File: config.mk
export PLATFORM = sky130hd
export DESIGN_NAME = axis_rr_arbiter
export DESIGN_NICKNAME = d
export VERILOG_FILES = /design/src/rtl/params_pkg.sv /design/src/rtl/axis_rr_arbiter_rr_pick.sv /design/src/rtl/axis_rr_arbiter.sv
export SDC_FILE = /design/constraint.sdc
export NUM_CORES = 1
export LEC_CHECK = 0
export BUFFER_PORTS_ARGS = -buffer_cell sky130_fd_sc_hd__buf_2
export CAP_MARGIN = 20
export CORE_ASPECT_RATIO = 0.75
export CORE_MARGIN = 2
export CORE_UTILIZATION = 30
export CTS_CLUSTER_SIZE = 20
export DETAILED_ROUTE_END_ITERATION = 10
export GPL_TIMING_DRIVEN = 1
export PLACE_DENSITY = 0.68
export SLEW_MARGIN = 10
export SYNTH_ARGS = -nofsm -noshare
export SYNTH_HDL_FRONTEND = slang
export SYNTH_SLANG_ARGS = --single-unit
File: constraint.sdc
create_clock -name axi_aclk -period 2.3 [get_ports axi_aclk]
set_clock_uncertainty 0.1 [all_clocks]
set_input_delay 0.115 -clock axi_aclk [delete_from_list [all_inputs] [get_ports axi_aclk]]
set_output_delay 0.115 -clock axi_aclk [all_outputs]
set_load 0.02 [all_outputs]
File: src/rtl/params_pkg.sv
// Shared parameters and types for the stream arbitration path.
package params_pkg;

  // Default stream data width seen by the DMA S2MM port.
  localparam int DATA_WIDTH = 32;

  // Default number of stream producers sharing the S2MM port.
  localparam int NUM_SRC_DEFAULT = 4;

  // Default beat count at which a packet without tlast is flagged.
  localparam int MAX_PKT_BEATS_DEFAULT = 256;

  // The per-packet beat counter width and its saturation value.
  localparam int BEAT_CNT_WIDTH = 16;
  localparam logic [BEAT_CNT_WIDTH-1:0] BEAT_CNT_MAX = '1;

  // Width of the packet counter exposed to the register path.
  localparam int PKT_CNT_WIDTH = 32;

  // Arbiter FSM: waiting for a request, or holding a grant for one packet.
  typedef enum logic {
    IDLE,
    XFER
  } arb_state_e;

endpackage

File: src/rtl/axis_rr_arbiter_rr_pick.sv
// Combinational round-robin priority encoder. The search starts at the
// source just after last_grant and wraps modulo NUM_SRC, so the source
// that was served most recently has the lowest priority.
module rr_pick #(
  parameter int NUM_SRC = 4,
  parameter int IW      = $clog2(NUM_SRC)
) (
  input  logic [NUM_SRC-1:0] req,
  input  logic [IW-1:0]      last_grant,
  output logic [IW-1:0]      grant,
  output logic               any_req
);

  // Candidate index and request for each search position; position 0 is
  // the highest priority (last_grant + 1), position NUM_SRC-1 the lowest.
  logic [IW-1:0]      cand_idx [NUM_SRC];
  logic [NUM_SRC-1:0] cand_req;

  generate
    for (genvar gi = 0; gi < NUM_SRC; gi++) begin : g_cand
      // One extra bit so last_grant + offset never overflows before the wrap.
      logic [IW:0] sum;
      assign sum = {1'b0, last_grant} + (IW+1)'(gi + 1);
      assign cand_idx[gi] = (sum >= (IW+1)'(NUM_SRC))
                          ? IW'(sum - (IW+1)'(NUM_SRC))
                          : sum[IW-1:0];
      assign cand_req[gi] = req[cand_idx[gi]];
    end
  endgenerate

  assign any_req = |req;

  // Walk from lowest to highest priority so the nearest requester wins.
  always_comb begin
    grant = '0;
    for (int i = NUM_SRC - 1; i >= 0; i--) begin
      if (cand_req[i]) begin
        grant = cand_idx[i];
      end
    end
  end

endmodule

File: src/rtl/axis_rr_arbiter.sv
// Packet-level round-robin arbiter in front of the DMA S2MM stream port.
// A grant is taken in IDLE and held until the beat carrying tlast, so
// packets from different producers never interleave. The granted source
// is forwarded combinationally; the arbiter adds no buffering.
module axis_rr_arbiter #(
  parameter int NUM_SRC       = params_pkg::NUM_SRC_DEFAULT,
  parameter int DATA_WIDTH    = params_pkg::DATA_WIDTH,
  parameter int KEEP_WIDTH    = DATA_WIDTH / 8,
  parameter int MAX_PKT_BEATS = params_pkg::MAX_PKT_BEATS_DEFAULT
) (
  input  logic                           axi_aclk,
  input  logic                           axi_reset,
  input  logic [NUM_SRC*DATA_WIDTH-1:0]  src_tdata,
  input  logic [NUM_SRC*KEEP_WIDTH-1:0]  src_tkeep,
  input  logic [NUM_SRC-1:0]             src_tvalid,
  input  logic [NUM_SRC-1:0]             src_tlast,
  output logic [NUM_SRC-1:0]             src_tready,
  output logic [DATA_WIDTH-1:0]          s_axis_s2mm_tdata,
  output logic [KEEP_WIDTH-1:0]          s_axis_s2mm_tkeep,
  output logic                           s_axis_s2mm_tvalid,
  output logic                           s_axis_s2mm_tlast,
  input  logic                           s_axis_s2mm_tready,
  output logic [$clog2(NUM_SRC)-1:0]     s_axis_s2mm_tid,
  output logic                           busy,
  output logic                           pkt_done,
  output logic [31:0]                    pkt_count,
  output logic                           overlong_err,
  input  logic                           err_clr
);

  import params_pkg::*;

  localparam int IW = $clog2(NUM_SRC);
  // beat_cnt value on the handshake that completes MAX_PKT_BEATS beats.
  localparam logic [BEAT_CNT_WIDTH-1:0] OVERLONG_AT =
    BEAT_CNT_WIDTH'(MAX_PKT_BEATS - 1);

  // Per-source views of the packed input buses.
  logic [DATA_WIDTH-1:0] src_data [NUM_SRC];
  logic [KEEP_WIDTH-1:0] src_keep [NUM_SRC];

  generate
    for (genvar gi = 0; gi < NUM_SRC; gi++) begin : g_unpack
      assign src_data[gi] = src_tdata[gi*DATA_WIDTH +: DATA_WIDTH];
      assign src_keep[gi] = src_tkeep[gi*KEEP_WIDTH +: KEEP_WIDTH];
    end
  endgenerate

  arb_state_e                state_q, state_d;
  logic [IW-1:0]             grant_q, grant_d;
  logic [IW-1:0]             last_grant_q, last_grant_d;
  logic [BEAT_CNT_WIDTH-1:0] beat_cnt_q, beat_cnt_d;
  logic [PKT_CNT_WIDTH-1:0]  pkt_count_q, pkt_count_d;
  logic                      pkt_done_q, pkt_done_d;
  logic                      overlong_q, overlong_d;

  logic [IW-1:0] pick_grant;
  logic          pick_any;
  logic          in_xfer;
  logic          handshake;
  logic          overlong_set;

  rr_pick #(
    .NUM_SRC (NUM_SRC),
    .IW      (IW)
  ) u_rr_pick (
    .req        (src_tvalid),
    .last_grant (last_grant_q),
    .grant      (pick_grant),
    .any_req    (pick_any)
  );

  assign in_xfer = (state_q == XFER);

  // Forward the granted source while a packet is open; everything is zero in IDLE.
  always_comb begin
    s_axis_s2mm_tdata  = '0;
    s_axis_s2mm_tkeep  = '0;
    s_axis_s2mm_tvalid = 1'b0;
    s_axis_s2mm_tlast  = 1'b0;
    s_axis_s2mm_tid    = '0;
    src_tready         = '0;
    if (in_xfer) begin
      s_axis_s2mm_tdata   = src_data[grant_q];
      s_axis_s2mm_tkeep   = src_keep[grant_q];
      s_axis_s2mm_tvalid  = src_tvalid[grant_q];
      s_axis_s2mm_tlast   = src_tlast[grant_q];
      s_axis_s2mm_tid     = grant_q;
      src_tready[grant_q] = s_axis_s2mm_tready;
    end
  end

  // Output tvalid is already forced low outside XFER, so this is a real beat.
  assign handshake    = s_axis_s2mm_tvalid & s_axis_s2mm_tready;
  assign overlong_set = handshake & ~s_axis_s2mm_tlast &
                        (beat_cnt_q == OVERLONG_AT);

  // Next-state logic: grant selection, beat/packet counting and error flag.
  always_comb begin
    state_d      = state_q;
    grant_d      = grant_q;
    last_grant_d = last_grant_q;
    beat_cnt_d   = beat_cnt_q;
    pkt_count_d  = pkt_count_q;
    pkt_done_d   = 1'b0;
    overlong_d   = overlong_q;

    case (state_q)
      IDLE: begin
        if (pick_any) begin
          grant_d    = pick_grant;
          beat_cnt_d = '0;
          state_d    = XFER;
        end
      end
      XFER: begin
        if (handshake) begin
          if (beat_cnt_q != BEAT_CNT_MAX) begin
            beat_cnt_d = beat_cnt_q + 1'b1;
          end
          if (s_axis_s2mm_tlast) begin
            last_grant_d = grant_q;
            pkt_count_d  = pkt_count_q + 1'b1;
            pkt_done_d   = 1'b1;
            state_d      = IDLE;
          end
        end
      end
      default: state_d = IDLE;
    endcase

    // A new overlong event takes priority over a simultaneous clear.
    if (err_clr) begin
      overlong_d = 1'b0;
    end
    if (overlong_set) begin
      overlong_d = 1'b1;
    end
  end

  // State registers; reset abandons any open packet without a closing beat.
  always_ff @(posedge axi_aclk) begin
    if (axi_reset) begin
      state_q      <= IDLE;
      grant_q      <= '0;
      last_grant_q <= IW'(NUM_SRC - 1);
      beat_cnt_q   <= '0;
      pkt_count_q  <= '0;
      pkt_done_q   <= 1'b0;
      overlong_q   <= 1'b0;
    end else begin
      state_q      <= state_d;
      grant_q      <= grant_d;
      last_grant_q <= last_grant_d;
      beat_cnt_q   <= beat_cnt_d;
      pkt_count_q  <= pkt_count_d;
      pkt_done_q   <= pkt_done_d;
      overlong_q   <= overlong_d;
    end
  end

  assign busy         = in_xfer;
  assign pkt_done     = pkt_done_q;
  assign pkt_count    = pkt_count_q;
  assign overlong_err = overlong_q;

endmodule

* Word level (Yosys, flattened, before mapping)
Cells that the tools add are included.
** Storage, ports and cells
- Bits in registers :: 55
- Input bits :: 156
- Logic and storage cells :: 93
** Cells by class
- Add/sub/neg operators :: 10
- Order comparisons :: 11
- Equality and inequality tests :: 5
- Mux-type cells :: 45
- Bitwise gates (word level) :: 8
- Reduce and logical (&&, ||, !) cells :: 7
** Operator list (number)
- $mux W32 :: 3
- $bmux W32 S2 :: 1
- $mux W16 :: 3
- $add A32 B1 Y32 const B :: 1
- $pmux W16 S2 :: 1
- $mux W2 :: 9
- $add A16 B1 Y16 const B :: 1
- $eq A16 B8 Y1 const B :: 1
- $mux W4 :: 4
- $ne A16 B16 Y1 const B :: 1
- $ge A3 B3 Y1 const B :: 5
- $lt A2 B3 Y1 const B :: 5
- $mux W1 :: 15
- $bmux W1 S2 :: 6
- $bmux W4 S2 :: 1
- $sub A2 B1 Y2 const B :: 4
- $add A2 B2 Y3 const B :: 2
- $reduce_and A3 Y1 :: 2
- $and A4 B4 Y4 :: 1
- $ne A2 B1 Y1 const B :: 2
- $reduce_or A4 Y1 :: 1
- $add A2 B1 Y3 const B :: 1
- $add A2 B3 Y3 const B :: 1
- $and A1 B1 Y1 :: 3
- 10 further kinds :: 12

* Longest topological paths before layout
Gate-level depths: netlist of the first run.
- Word-level depth :: 9
- Gate-level depth with buffers :: 8
- Depth with buffers taken out :: 6

* By module
A second synthesis of the first run with hierarchy kept.
** Second synthesis, totals
- Cell total of the unflattened synthesis :: 436
- Area total of the unflattened synthesis :: 4025.1 um^2
** Modules (own cells, without submodules)
- axis_rr_arbiter :: times used 1, cells each 422, area an instance 3933.8 um^2, seq. area each 1101.1 um^2
- rr_pick :: times used 1, cells each 14, area an instance 91.3 um^2, seq. area each 0.0 um^2

* Worst setup path before layout of the first run
No wires, ideal clock.
- Path type :: register to register
- Start :: reg beat_cnt_q[0]
- End :: reg beat_cnt_q[8]
- Library setup time :: 0.115 ns
- Data arrival time :: 1.901 ns
- Slack :: 0.184 ns
- Cell stages (with the launch flop) :: 8
- Buffers on the path :: 1
- Cell sequence :: dfxtp_1 > ha_1 > nand3_1 > or4_4 > a21oi_2 > buf_2 > nor4_1 > o21a_1
** On the way
- Longest elaborated chain between the ends :: 4
** Ends and longest elaborated chain
- start: declaration :: line axis_rr_arbiter.sv:52 : logic [BEAT_CNT_WIDTH-1:0] beat_cnt_q, beat_cnt_d;
- start signal: assignment :: line axis_rr_arbiter.sv:155 : beat_cnt_q <= beat_cnt_d;
- $add A16 B1 Y16 :: line axis_rr_arbiter.sv:119 : beat_cnt_d = beat_cnt_q + 1'b1;
- $mux W16 :: line axis_rr_arbiter.sv:118 : if (beat_cnt_q != BEAT_CNT_MAX) begin
- $mux W16 :: line axis_rr_arbiter.sv:117 : if (handshake) begin
- $pmux W16 S2 :: line axis_rr_arbiter.sv:108 : case (state_q)
Parallel ways exist; a longest one is shown, timed or not. The select of a mux whose other input is x is not followed.
A chain may end at the register's enable or synchronous reset.

* Worst setup path in the final report of the first run
- Start :: reg grant_q[0]
- End :: out s_axis_s2mm_tkeep[3]
** On the way
- Longest elaborated chain between the ends :: 5
** Ends and longest elaborated chain
- start: declaration :: line axis_rr_arbiter.sv:50 : logic [IW-1:0] grant_q, grant_d;
- start signal: assignment :: line axis_rr_arbiter.sv:153 : grant_q <= grant_d;
- $not A2 Y3 (not written as such) :: line axis_rr_arbiter.sv:85 : s_axis_s2mm_tkeep = src_keep[grant_q];
- $bmux W4 S2 :: line axis_rr_arbiter.sv:85
- $mux W4 (not written as such) (2 in series) :: line axis_rr_arbiter.sv:85
- $mux W4 :: line axis_rr_arbiter.sv:83 : if (in_xfer) begin
- end: declaration :: line axis_rr_arbiter.sv:19 : output logic [KEEP_WIDTH-1:0] s_axis_s2mm_tkeep,
Every way passes these cells. The select of a mux whose other input is x is not followed.

==> results.json, run 1 <==
{
  "io_pins": 235,
  "worst-slew-pin-transition_ns": 0.5467,
  "fin_setup_tns_ns": 0,
  "worstSetupPathType": "reg2out",
  "power_frac_seq_pct": 38.0,
  "cts_made_buffers": 5,
  "dominant_cells_by_area_after_synthesis": "sky130_fd_sc_hd__dfxtp_1, sky130_fd_sc_hd__mux4_2, sky130_fd_sc_hd__and2_1",
  "whs_ns": 0.04291,
  "totalWireLength_mm": 13.80,
  "cts_hold_repair.buffers": 0,
  "postSynth.topFlopCell": "sky130_fd_sc_hd__dfxtp_1",
  "cts_root_buf": "sky130_fd_sc_hd__clkbuf_16",
  "drt_iter0_markers": 270,
  "nNetsFinal": 815,
  "grt_setup_unrepaired": "no",
  "postSynth.asyncResetShare_pct": 0,
  "synthMostInstantiatedCell": "sky130_fd_sc_hd__dfxtp_1",
  "critical_path_required_ns": 2.09,
  "antenna_found_initial": 0,
  "routed-via-count": 4255,
  "clock-sinks": 55,
  "setup.worst_path.end_class": "output pin",
  "signal_arrival_time_at_the_worst_endpoint_ns": 1.97,
  "synth_unique_cells": 45,
  "htree_levels": 2,
  "dpl.hpwl_mm": 11.14,
  "core_mm2": 0.01288,
  "critPathMaxStageDelay_ns": 0.60,
  "fillerInstances": 1296,
  "clk_pin_slew_worst_paths_ns": 0.07,
  "max_freq_mhz": 457.2,
  "finalNonFillerCells": 828,
  "utilization_pct": 42.60,
  "finalWorstPathRequiredPeriod_ns": 2.187,
  "switching_portion_of_total_power_pct": 28.43,
  "die-area_mm2": 0.01402,
  "finalSetupViolations": 0,
  "share_comb_of_total_power_pct": 28.7,
  "floorplan.rows": 36,
  "critical_path.cell_chain": "clkbuf_8, mux4_2, and2_1, buf_2",
  "synth-edff-count": 0,
  "initial_utilization_pct": 30.45,
  "worst_ir_drop_vdd_uv": 314.5,
  "globalRouteOverflowTotal": 0,
  "postSynthRegisterBits": 55,
  "die-width_um": 136.0,
  "placed_cells": 821,
  "tritoncts": "done",
  "pwr-share-clk_pct": 33.3,
  "critical_path_start_type": "flop",
  "drt_drc_violations_left": 0,
  "hold_viol_final": 0,
  "mappedNetlistArea_mm2": 0.003923,
  "route.detailed.vias_per_inst": 5.139,
  "portion_of_the_post_synthesis_area_used_by_sequential_elements_pct": 28.07,
  "period_share_pct": 95.10,
  "clk_latency_worst_skew_pair_ns": 0.29,
  "buffer_ports.inserted": 234,
  "outcome": "completed",
  "synthesis.area_per_instance_um2": 9.165,
  "netlist_top_cells_count": "sky130_fd_sc_hd__dfxtp_1, sky130_fd_sc_hd__and2_1, sky130_fd_sc_hd__nor2_1, sky130_fd_sc_hd__mux4_2, sky130_fd_sc_hd__a21oi_1",
  "vias_in_the_first_global_route": 3872,
  "ys.warnings.count": 0,
  "drt_pre_antenna_iters": 4,
  "max_slew_margin_pct": 63.55,
  "cell_at_the_slowest_stage_of_the_critical_path": "sky130_fd_sc_hd__mux4_2",
  "route.antenna.remaining_nets": 0,
  "synth_cells": 428,
  "floorplan.die.height_um": 103.0,
  "p_per_area_mw_per_mm2": 465.6,
  "hold_class": "in2reg",
  "crit_path_max_fanout": 33,
  "areaGrowthSynthToFinish_pct": 39.90,
  "slew_violations": 0,
  "gp_congestion": 0.9634,
  "first_pass_grt_wire_length_mm": 20.88,
  "yosysTopAreaCell": "sky130_fd_sc_hd__dfxtp_1",
  "syn_nets": 586,
  "cts_max_path_buffers": 2,
  "cap_viol_max_count": 0,
  "power_leakage_nw": 2.396,
  "synth_top_area_share_pct": 28.07,
  "avgRoutedWirePerCell_um": 16.67,
  "total_internal_power_mw": 1.829,
  "grt_util_all_layers_pct": 19.23,
  "grt_max_degree": 47,
  "antenna_cells": 0,
  "switchingPower_mw": 0.7263,
  "share_of_cells_above_drive_strength_1_pct": 47.18
}
[cells in the final DEF (no fill, tap or decap), types with 2 or more instances in the layout]
cell type,instances
sky130_fd_sc_hd__a211oi_1,2
sky130_fd_sc_hd__mux4_2,37
sky130_fd_sc_hd__mux2i_1,5
sky130_fd_sc_hd__inv_1,14
sky130_fd_sc_hd__ha_1,2
sky130_fd_sc_hd__buf_2,234
sky130_fd_sc_hd__o21ai_1,2
sky130_fd_sc_hd__nand3_1,15
sky130_fd_sc_hd__or2_2,2
sky130_fd_sc_hd__xor2_1,13
sky130_fd_sc_hd__buf_4,14
sky130_fd_sc_hd__o21ai_0,23
sky130_fd_sc_hd__nand2b_1,3
sky130_fd_sc_hd__or4_1,6
sky130_fd_sc_hd__and2_1,42
sky130_fd_sc_hd__nand2_1,17
sky130_fd_sc_hd__nor4b_1,2
sky130_fd_sc_hd__nand4_1,22
sky130_fd_sc_hd__nor2_1,39
sky130_fd_sc_hd__a21oi_1,32
sky130_fd_sc_hd__o22ai_1,2
sky130_fd_sc_hd__nor4_1,5
sky130_fd_sc_hd__dfxtp_2,2
sky130_fd_sc_hd__clkbuf_16,5
sky130_fd_sc_hd__nand4_2,4
sky130_fd_sc_hd__a31oi_1,2
sky130_fd_sc_hd__nand4_4,3
sky130_fd_sc_hd__nor3_1,5
sky130_fd_sc_hd__and3_1,3
sky130_fd_sc_hd__or3_1,23
sky130_fd_sc_hd__dfxtp_1,53
sky130_fd_sc_hd__o31ai_1,3
sky130_fd_sc_hd__xnor2_1,4
[stage by stage]
stage               setup slack [ns]  total power [mW]  instance area, um2
detailed placement            0.2130             1.724                5323
finish                        0.1128             2.555                5488
global route                0.006070             2.669                5488
CTS                          0.08192             2.581                5485
floorplan                     0.1841             1.438                3923
global placement              0.2558             1.718                5323
[what timing repair did]
item                                    4_1_cts  5_1_grt
endpoints found under the setup margin       20        2
pin swaps                                     0        0
buffers inserted                              0        0
resized for setup                             1        1
[layout make-up]
class,instances,area (um2),share of cell area [%]
flip-flops and latches,55,1104,20.11
clock inverters,1,30.03,0.5472
multi-input cells,331,2649,48.27
well taps,171,214.0,3.899
repair buffers,250,1310,23.87
inverters,14,52.55,0.9576
clock buffers,6,128.9,2.348
[kinds of logic (layout without fill, tap and decap cells)]
logic type                 count (synthesis)  count (layout)  synth area share [%]
muxes                                     42              42                 22.52
AOI/OAI and AO/OA                         73              73                 10.65
and+or+nand+nor                          197             197                 29.92
DFF                                       55              55                 28.07
buffers and inverters                     42             271                 4.402
adders and majority gates                  2               2                0.6379
xor gates and xnor gates                  17              17                 3.796
[per-layer routing]
layer  track usage (%)  vias to the layer above  wire (um)
li1                  -                     2060          -
met1             25.28                     2022       6080
met2             30.92                      160       6304
met3             6.883                       13       1322
met4             3.446                        0         94
met5                 0                        -          0
[flip-flops by register name (all words and copies together) (netlist names)]
signal / cells
busy: 1
pkt_count: 32
grant_q: 2
overlong_err: 1
last_grant_q: 2
pkt_done: 1
beat_cnt_q: 16
[worst max-delay path: cells and delay by family, from the launching register on]
family	cells	cell delay [ns]
simple gates	1	0.18
flops	1	0.37
buf+inv	2	0.51
mux	1	0.60
[power groups by stage]
stage | registers [mW] | clock network [mW] | logic [mW]
after detailed placement | 0.995 | 0 | 0.729
after global placement | 0.994 | 0 | 0.724
after global routing | 0.973 | 0.903 | 0.793
after floorplan | 0.992 | 0 | 0.446
final | 0.972 | 0.850 | 0.733
after CTS | 0.972 | 0.874 | 0.734
[worst paths after layout]
kind	from	endpoint	slack, ns	cells past startpoint
setup / recovery	grant_q[0]	s_axis_s2mm_tkeep[3]	0.11	4
setup reg to reg	beat_cnt_q[0]	beat_cnt_q[8]	0.21	7
hold / removal	err_clr	overlong_err	0.04	3
hold reg to reg	pkt_count[30]	pkt_count[30]	0.41	2
Power figures use the tool's default switching activity.
==> run 2, diff against run 1 <==
==> constraint.sdc (replaced) <==
create_clock -name axi_aclk -period 2.3 [get_ports axi_aclk]
set_clock_uncertainty 0.1 [all_clocks]
set_input_delay 0.115 -clock axi_aclk [delete_from_list [all_inputs] [get_ports axi_aclk]]
set_output_delay 0.115 -clock axi_aclk [all_outputs]
set_load 0.01 [all_outputs]
==> results.json, run 2 (synthesized netlist as in run 1, its figures left out) <==
{
  "fillerInstances": 1286,
  "core_mm2": 0.01288,
  "hold_class": "in2reg",
  "worstPathBufferInverterCount": 1,
  "signal_arrival_time_at_the_worst_endpoint_ns": 2.26,
  "areaGrowthSynthToFinish_pct": 40.35,
  "io_pins": 235,
  "crit_family": "simple AND/OR/NAND/NOR gates",
  "totalWireLength_mm": 13.97,
  "die-area_mm2": 0.01402,
  "nNetsFinal": 818,
  "critPathMaxStageDelay_ns": 0.42,
  "avgRoutedWirePerCell_um": 16.82,
  "finalSetupViolations": 0,
  "cap_viol_max_count": 0,
  "gp_congestion": 0.9174,
  "antenna_found_initial": 1,
  "critical_path_start_type": "flop",
  "worstSetupPathType": "reg2reg",
  "post-cts-setup-buffer-count": 0,
  "placed_cells": 824,
  "fin_setup_tns_ns": 0,
  "leading_cell_type_in_the_layout_fill_and_taps_excluded": "sky130_fd_sc_hd__buf_2",
  "critical_path.cell_chain": "nand3_1, o22ai_4, buf_4, nand4_2, or3_1, a21oi_1",
  "antenna_cells": 0,
  "dpl.hpwl_mm": 11.29,
  "drt_drc_violations_left": 0,
  "cts_hold_repair.buffers": 0,
  "cts_resized": 0,
  "drt_iter0_markers": 362,
  "floorplan.rows": 36,
  "slew_violations": 0,
  "clock-sinks": 55,
  "htree_levels": 2,
  "grt_setup_unrepaired": "no",
  "power_leakage_nw": 2.407,
  "critical_path_required_ns": 2.43,
  "first_pass_grt_wire_length_mm": 20.98,
  "cts_max_path_buffers": 2,
  "initial_utilization_pct": 30.45,
  "max_slew_margin_pct": 65.17,
  "max_freq_mhz": 469.0,
  "p_per_area_mw_per_mm2": 455.5,
  "most_frequent_cells_in_the_layout": "sky130_fd_sc_hd__buf_2, sky130_fd_sc_hd__dfxtp_1, sky130_fd_sc_hd__and2_1",
  "worst_ir_drop_vdd_uv": 262.8,
  "period_share_pct": 92.71,
  "whs_ns": 0.02895,
  "clk_latency_worst_skew_pair_ns": 0.29,
  "outcome": "completed",
  "largest_register_ffs": 32,
  "route.antenna.remaining_nets": 0,
  "setup.worst_path.end_class": "flop",
  "globalRouteOverflowTotal": 0,
  "grt_util_all_layers_pct": 19.39,
  "cts_root_buf": "sky130_fd_sc_hd__clkbuf_16",
  "route.detailed.vias_per_inst": 5.137,
  "finalNonFillerCells": 831,
  "vias_in_the_first_global_route": 3951,
  "worst-slew-pin-transition_ns": 0.5225,
  "finalWorstPathRequiredPeriod_ns": 2.132,
  "drt_pre_antenna_iters": 5,
  "buffer_ports.inserted": 234,
  "share_of_cells_above_drive_strength_1_pct": 47.58,
  "cell_at_the_slowest_stage_of_the_critical_path": "sky130_fd_sc_hd__dfxtp_1",
  "clk_pin_slew_worst_paths_ns": 0.07,
  "cts_made_buffers": 5,
  "crit_path_max_fanout": 11,
  "die-width_um": 136.0,
  "routed-via-count": 4269,
  "tritoncts": "done",
  "grt_max_degree": 42,
  "floorplan.die.height_um": 103.0,
  "hold_viol_final": 0,
  "post-layout-total-power_mw": 2.508
}
-- run 2: cell count changes in the layout (fill, tap and decap cells not counted) --
cell | before | now
sky130_fd_sc_hd__buf_4 | 14 | 18
sky130_fd_sc_hd__clkbuf_8 | 1 | 0
sky130_fd_sc_hd__dfxtp_1 | 53 | 52
sky130_fd_sc_hd__dfxtp_2 | 2 | 3
-- run 2: worst reg2reg max path, cell delays in order, from the launching register on --
cell and delay, ns:
sky130_fd_sc_hd__dfxtp_1 0.42, sky130_fd_sc_hd__nand3_1 0.21, sky130_fd_sc_hd__o22ai_4 0.32, sky130_fd_sc_hd__buf_4 0.28, sky130_fd_sc_hd__nand4_2 0.21, sky130_fd_sc_hd__or3_1 0.38
sky130_fd_sc_hd__a21oi_1 0.15
-- run 2: per-stage QoR --
step	setup WS [ns]	utilization (%)	area, um2
floorplan	0.1841	-	3923
global placement	0.2343	41.49	5345
detailed placement	0.1629	41.49	5345
CTS	0.1561	42.73	5504
global route	0.01655	42.74	5505
finish	0.1676	42.74	5505
-- run 2: cell type report --
| type | instances | area (um2) | share of cell area [%] |
|---|---|---|---|
| inverter | 14 | 52.55 | 0.9545 |
| tap | 171 | 214.0 | 3.886 |
| multi-input combinational | 331 | 2649 | 48.11 |
| sequential | 55 | 1105 | 20.07 |
| clock inverter | 1 | 30.03 | 0.5455 |
| clock buffer | 6 | 128.9 | 2.341 |
| timing repair buffer | 253 | 1326 | 24.09 |
-- run 2: metal layers --
metal,share of wire [%],track usage [%],vias to the layer above,wire length [um]
met4,1.2,4.487,2,169
li1,-,-,2066,-
met3,9.8,7.030,21,1373
met2,46,31.77,184,6403
met1,43,24.60,1996,6020
met5,0.050,0,-,7
-- run 2: final timing paths --
kind	from	endpoint	slack, ns	depth (start not counted)
min reg2reg	pkt_count[31]	pkt_count[31]	0.39	2
max reg2reg	busy	pkt_count[29]	0.17	6
max	busy	pkt_count[29]	0.17	6
min	err_clr	overlong_err	0.03	3
-- run 2: report_power, final --
group / leakage (nW) / internal, mW / switching [mW]
sequential: 0.445 / 0.961 / 0.0133
clock: 0.0769 / 0.509 / 0.348
combinational: 1.89 / 0.359 / 0.317
total: 2.41 / 1.83 / 0.678
